**src/rtl/if_id_pkg.sv**
```systemverilog
// Shared types and constants for the IF/ID decoupling buffer.
// The optional IF_ID_BYPASS_EN build changes only the top level.
package if_id_pkg;

  localparam int INSTR_W      = 32;
  localparam int XLEN         = 64;
  localparam int CACHE_WORD_W = 64;

  typedef struct packed {
    logic [XLEN-1:0]    pc;
    logic [INSTR_W-1:0] instr;
    logic               misaligned;
  } if_id_entry_t;

  // pc[2] picks the upper or lower half of the 64-bit cache word.
  function automatic if_id_entry_t make_entry(input logic [XLEN-1:0]         pc,
                                              input logic [CACHE_WORD_W-1:0] word);
    if_id_entry_t e;
    e.pc         = pc;
    e.instr      = pc[2] ? word[CACHE_WORD_W-1:INSTR_W] : word[INSTR_W-1:0];
    e.misaligned = |pc[1:0];
    return e;
  endfunction

endpackage

```
**src/rtl/if_id_fifo.sv**
```systemverilog
// DEPTH-entry circular queue of if_id_entry_t with synchronous clear.
// The caller guarantees no push when full and no pop when empty.
module if_id_fifo
  import if_id_pkg::*;
#(
  parameter int DEPTH = 2
) (
  input  logic                     clk,
  input  logic                     reset,
  input  logic                     clear,
  input  logic                     push,
  input  if_id_entry_t             push_data,
  input  logic                     pop,
  output if_id_entry_t             head,
  output logic [$clog2(DEPTH):0]   count,
  output logic                     full,
  output logic                     empty
);

  localparam int PTR_W = $clog2(DEPTH);
  localparam int CNT_W = PTR_W + 1;

  logic [PTR_W-1:0] wr_ptr_r;
  logic [PTR_W-1:0] rd_ptr_r;
  logic [CNT_W-1:0] count_r;
  if_id_entry_t     mem_r [DEPTH];

  // Storage, pointers and occupancy; clear resets bookkeeping but keeps stale data.
  always_ff @(posedge clk) begin
    if (reset) begin
      wr_ptr_r <= {PTR_W{1'b0}};
      rd_ptr_r <= {PTR_W{1'b0}};
      count_r  <= {CNT_W{1'b0}};
      for (int i = 0; i < DEPTH; i++) begin
        mem_r[i] <= '0;
      end
    end else if (clear) begin
      wr_ptr_r <= {PTR_W{1'b0}};
      rd_ptr_r <= {PTR_W{1'b0}};
      count_r  <= {CNT_W{1'b0}};
    end else begin
      if (push) begin
        mem_r[wr_ptr_r] <= push_data;
        wr_ptr_r        <= wr_ptr_r + PTR_W'(1);
      end
      if (pop) begin
        rd_ptr_r <= rd_ptr_r + PTR_W'(1);
      end
      case ({push, pop})
        2'b10:   count_r <= count_r + CNT_W'(1);
        2'b01:   count_r <= count_r - CNT_W'(1);
        default: count_r <= count_r;
      endcase
    end
  end

  assign head  = mem_r[rd_ptr_r];
  assign count = count_r;
  assign full  = (count_r == CNT_W'(DEPTH));
  assign empty = (count_r == {CNT_W{1'b0}});

endmodule

```
**src/rtl/if_id_buffer.sv**
```systemverilog
// IF/ID pipeline buffer: fetch acknowledge, flush/discard handling, word selection.
// Build option IF_ID_BYPASS_EN forwards a fetch straight to the decoder when empty.
module if_id_buffer
  import if_id_pkg::*;
#(
  parameter int DEPTH = 2
) (
  input  logic                     clk,
  input  logic                     reset,
  input  logic                     in_valid,
  input  logic [XLEN-1:0]          in_pc,
  input  logic [CACHE_WORD_W-1:0]  in_word,
  input  logic                     in_fetch_busy,
  output logic                     in_ack,
  input  logic                     flush,
  output logic                     out_valid,
  input  logic                     out_ready,
  output logic [XLEN-1:0]          out_pc,
  output logic [INSTR_W-1:0]       out_instr,
  output logic                     out_misaligned,
  output logic [$clog2(DEPTH):0]   count
);

  logic         in_ack_r;
  logic         discard_r;
  logic         accept_s;
  logic         capture_s;
  logic         write_s;
  logic         bypass_s;
  logic         push_s;
  logic         pop_s;
  logic         fifo_full_s;
  logic         fifo_empty_s;
  if_id_entry_t new_entry_s;
  if_id_entry_t head_s;

  assign new_entry_s = make_entry(in_pc, in_word);

  // Capture/write decisions; a capture during flush is acked but never stored.
  always_comb begin
    accept_s  = in_valid && !in_ack_r;
    capture_s = accept_s && (!fifo_full_s || flush);
    write_s   = capture_s && !flush && !discard_r;
`ifdef IF_ID_BYPASS_EN
    bypass_s  = fifo_empty_s && write_s;
`else
    bypass_s  = 1'b0;
`endif
    push_s    = write_s && !(bypass_s && out_ready);
    pop_s     = !fifo_empty_s && out_ready && !flush;
  end

  // Decoder-facing outputs: queue head, or the incoming fetch when bypassing.
  always_comb begin
    out_valid      = 1'b0;
    out_pc         = head_s.pc;
    out_instr      = head_s.instr;
    out_misaligned = head_s.misaligned;
    if (bypass_s) begin
      out_valid      = 1'b1;
      out_pc         = new_entry_s.pc;
      out_instr      = new_entry_s.instr;
      out_misaligned = new_entry_s.misaligned;
    end else begin
      out_valid      = !fifo_empty_s;
    end
  end

  // One-cycle ack per capture; discard marks a fetch in flight across a flush.
  always_ff @(posedge clk) begin
    if (reset) begin
      in_ack_r  <= 1'b0;
      discard_r <= 1'b0;
    end else begin
      in_ack_r <= capture_s;
      if (flush && in_fetch_busy && !accept_s) begin
        discard_r <= 1'b1;
      end else if (capture_s) begin
        discard_r <= 1'b0;
      end else begin
        discard_r <= discard_r;
      end
    end
  end

  if_id_fifo #(
    .DEPTH (DEPTH)
  ) u_fifo (
    .clk       (clk),
    .reset     (reset),
    .clear     (flush),
    .push      (push_s),
    .push_data (new_entry_s),
    .pop       (pop_s),
    .head      (head_s),
    .count     (count),
    .full      (fifo_full_s),
    .empty     (fifo_empty_s)
  );

  assign in_ack = in_ack_r;

endmodule

```
**config.mk**
```make
export PLATFORM = sky130hd
export DESIGN_NAME = if_id_buffer
export DESIGN_NICKNAME = d
export VERILOG_FILES = /design/src/rtl/if_id_pkg.sv /design/src/rtl/if_id_fifo.sv /design/src/rtl/if_id_buffer.sv
export SDC_FILE = /design/constraint.sdc
export NUM_CORES = 1
export LEC_CHECK = 0
export CORE_ASPECT_RATIO = 0.6
export CORE_MARGIN = 2
export CORE_UTILIZATION = 50
export DETAILED_ROUTE_END_ITERATION = 8
export GPL_ROUTABILITY_DRIVEN = 0
export PLACE_DENSITY = 0.81
export SKIP_CTS_REPAIR_TIMING = 1
export SLEW_MARGIN = 20
export SYNTH_ARGS = -nofsm -noshare
export SYNTH_HDL_FRONTEND = slang
export SYNTH_HIERARCHICAL = 1
export SYNTH_SLANG_ARGS = --single-unit
export TNS_END_PERCENT = 100
```
**constraint.sdc**
```tcl
create_clock -name clk -period 5.4 [get_ports clk]
set_input_delay 1.08 -clock clk [delete_from_list [all_inputs] [get_ports clk]]
set_output_delay 1.08 -clock clk [all_outputs]
set_load 0.005 [all_outputs]
```
==> impl_metrics.sql <==
INSERT INTO impl_metrics (metric_group, metric, value, unit) VALUES
('global_routing', 'grt_start_max_net_pins', '129', ''),
('global_routing', 'antenna_found_initial', '1', ''),
('timing', 'final.period_utilization', '66.1', '%'),
('floorplan', 'initial_standard_cell_utilization_of_the_core', '51.4', '%'),
('critical_path', 'crit_family', 'buffers and inverters', ''),
('power', 'power_frac_seq', '52.0', '%'),
('timing', 'final_worst_clock_skew', '0.0110', 'ns'),
('critical_path', 'critical_path.max_fanout', '44', ''),
('layout', 'fraction_of_layout_instances_using_a_drive_strength_above_1', '20.7', '%'),
('min_path', 'holdCritStartpoint', 'discard_r$_SDFFE_PP0P_', ''),
('power', 'power_report.internal_total', '2.74', 'mW'),
('critical_path', 'data_required_time_of_the_critical_path', '4.32', 'ns'),
('power', 'pwr_density_cell', '281', 'nW/µm²'),
('global_routing', 'globalRouteTotalUtil', '21.1', '%'),
('global_routing', 'grt_pass1_wl', '32500', 'µm'),
('layout', 'finish.net_count', '955', ''),
('placement', 'dpl.hpwl', '13200', 'µm'),
('power', 'worst_ir_drop_vdd', '0.228', 'mV'),
('detailed_routing', 'first_pass_iters', '5', ''),
('critical_path', 'worstSetupPathType', 'flip-flop to output pin', ''),
('critical_path', 'crit_path_max_incr_delay', '0.76', 'ns'),
('floorplan', 'die_w', '181', 'µm'),
('detailed_routing', 'routed_wl', '21300', 'µm'),
('timing', 'max_slew.worst_pin.slew', '1.06', 'ns'),
('critical_path', 'cp_slowest_cell', 'dfxtp_4', ''),
('yosys', 'number_of_enable_flip_flop_cells_after_synthesis', '194', ''),
('layout', 'syn2layout_area_growth', '31.7', '%'),
('layout', 'final_common_cell', 'clkdlybuf4s50_1', ''),
('flow_run', 'max_cap_violations', '0', ''),
('status', 'status', 'finished clean', ''),
('critical_path', 'r2r-start', 'u_fifo/count[0]$_SDFFE_PP0P_', ''),
('clock_tree', 'cts.htree.levels', '1', ''),
('detailed_routing', 'routedWlPerCell', '19.9', 'µm'),
('detailed_routing', 'vias_per_cell', '5.50', ''),
('clock_tree', 'ctsLongestPathBuffers', '3', ''),
('critical_path', 'path_buf_inv', '2', ''),
('power', 'power_switching_share', '20.9', '%'),
('floorplan', 'ioPinCount', '235', ''),
('power', 'finalPower', '3.46', 'mW'),
('layout', 'final_cell_mix', '233 x clkdlybuf4s50_1, 194 x and3_1, 194 x edfxtp_1', ''),
('yosys', 'synth.cell_area', '9350', 'µm²'),
('floorplan', 'die_height', '110', 'µm'),
('power', 'power.leakage', '5.20', 'nW'),
('detailed_routing', 'ant_nets', '0', ''),
('critical_path', 'setup.worst_path.start_class', 'flip-flop', ''),
('yosys', 'synth_sequential_area_ratio', '63.8', '%'),
('clock_tree', 'tritoncts', 'built', ''),
('clock_tree', 'cts_sink_count', '201', ''),
('min_path', 'min_path_type', 'flip-flop to flip-flop', ''),
('timing', 'rsz0062_at_grt', 'false', ''),
('timing', 'fmaxAchievable', '0.280', 'GHz'),
('floorplan', 'placement_rows', '38', ''),
('placement', 'placement.io_buffers', '234', ''),
('floorplan', 'dieArea', '19900', 'µm²'),
('global_routing', 'globalRouteOverflowTotal', '0', ''),
('timing', 'finalHoldViolCount', '0', ''),
('detailed_routing', 'detail_route.drc_violations', '0', ''),
('yosys', 'ys_top_cells_by_area', 'edfxtp_1 62%, and3_1 13%, mux2_2 12%, mux2_4 4.8%, dfxtp_1 1.5%', ''),
('timing', 'slew-limit-headroom', '29.4', '%'),
('global_routing', 'via_count_of_the_first_global_routing_pass', '6054', ''),
('clock_tree', 'root_buffer', 'clkbuf_16', ''),
('yosys', 'postSynthCellCount', '612', ''),
('clock_tree', 'clkLatencyLatePin', '0.48', 'ns'),
('power', 'power_frac_clock', '36.6', '%'),
('detailed_routing', 'detailedRoute.firstIterationViolations', '512', ''),
('yosys', 'yosys_register_bits', '201', ''),
('timing', 'setup-violations-final', '0', ''),
('floorplan', 'core', '18200', 'µm²'),
('layout', 'n_fill_cell', '1230', ''),
('critical_path', 'worst-endpoint-arrival', '2.49', 'ns'),
('yosys', 'leading_area_contributor_after_synthesis', 'edfxtp_1', '');
==> per-layer routing <==
metal / vias up / GRT usage [%] / wire, µm
met5: - / 0 / 0
met4: 0 / 6.39 / 587
met3: 41 / 4.64 / 1500
met2: 226 / 35.4 / 10100
met1: 2883 / 27.9 / 9130
li1: 2757 / - / -
==> flip-flops by register name (all words and copies together) (netlist names), named ones only <==
| signal | cells |
|---|---|
| discard_r | 1 |
| in_ack | 1 |
| u_fifo/count | 2 |
| u_fifo/mem_r | 194 |
| u_fifo/rd_ptr_r | 1 |
| u_fifo/wr_ptr_r | 1 |
==> synth_stat cells, types with 2 or more instances <==
cell type / n
nor3_1: 5
inv_1: 2
buf_4: 3
mux2_2: 99
buf_8: 3
clkbuf_1: 11
clkbuf_2: 16
nor2_4: 2
xnor2_1: 3
nor2b_1: 2
and3_1: 194
buf_12: 3
dfxtp_1: 7
buf_2: 13
a21o_1: 2
mux2_4: 30
o21ai_0: 2
edfxtp_1: 194
buf_6: 8
==> worst reg2reg max path, delay by kind of cell (launching register included) <==
family	cells	cell delay, ns
AOI/OAI and AO/OA	1	0.60
DFF	1	0.44
and+or+nand+nor	3	1.01
buffers and inverters	1	0.47
==> cells by family (layout without fill, tap and decap cells) <==
group           after synthesis  in the layout  share of synthesized area [%]
simple gates                211            211                           14.1
flops                       201            201                           63.8
mux                         129            129                           16.7
buf+inv                      60            282                           4.44
compound gates                6              6                          0.401
xor+xnor                      4              4                          0.375
fa+ha+maj                     1              1                          0.134
==> area by class of cell <==
| type | count | area [µm²] | area share, % |
|---|---|---|---|
| flip-flops and latches | 201 | 5970 | 48.5 |
| inverters | 3 | 11.3 | 0.0914 |
| multi-input cells | 351 | 2990 | 24.3 |
| repair buffers | 243 | 2450 | 19.9 |
| clock inverters | 9 | 38.8 | 0.315 |
| well taps | 240 | 300 | 2.44 |
| clock buffers | 27 | 558 | 4.53 |
==> path summary, 6_finish.rpt <==
check / end / slack (ns) / cells past startpoint
worst min-delay path: discard_r$_SDFFE_PP0P_ / 0.53 / 2
worst min register to register: discard_r$_SDFFE_PP0P_ / 0.53 / 2
worst max register to register: u_fifo/mem_r[1][64]$_SDFFCE_PN0P_ / 2.55 / 5
worst max-delay path: out_pc[2] / 1.83 / 3
==> power groups by stage <==
stage	combinational, mW	clock [mW]	sequential [mW]
after floorplan	0.162	0	1.83
after global routing	0.422	1.35	1.81
after detailed placement	0.390	0	1.83
final	0.396	1.27	1.80
after global placement	0.382	0	1.83
after CTS	0.394	1.30	1.80
==> metrics by stage <==
stage / worst slack [ns] / instance area (µm²) / util, % / instances / hold slack (ns)
5_1_grt: 1.69 / 12300 / 67.7 / 1074 / 0.568
3_5_place_dp: 1.36 / 11700 / 64.2 / 1036 / 0.528
2_1_floorplan: 0.880 / 9350 / - / 612 / 0.448
4_1_cts: 1.41 / 12300 / 67.4 / 1072 / 0.537
3_3_place_gp: 1.51 / 11700 / 64.2 / 1036 / 0.463
6_report: 1.83 / 12300 / 67.7 / 1074 / 0.526
(Power assumes the default switching activity.)
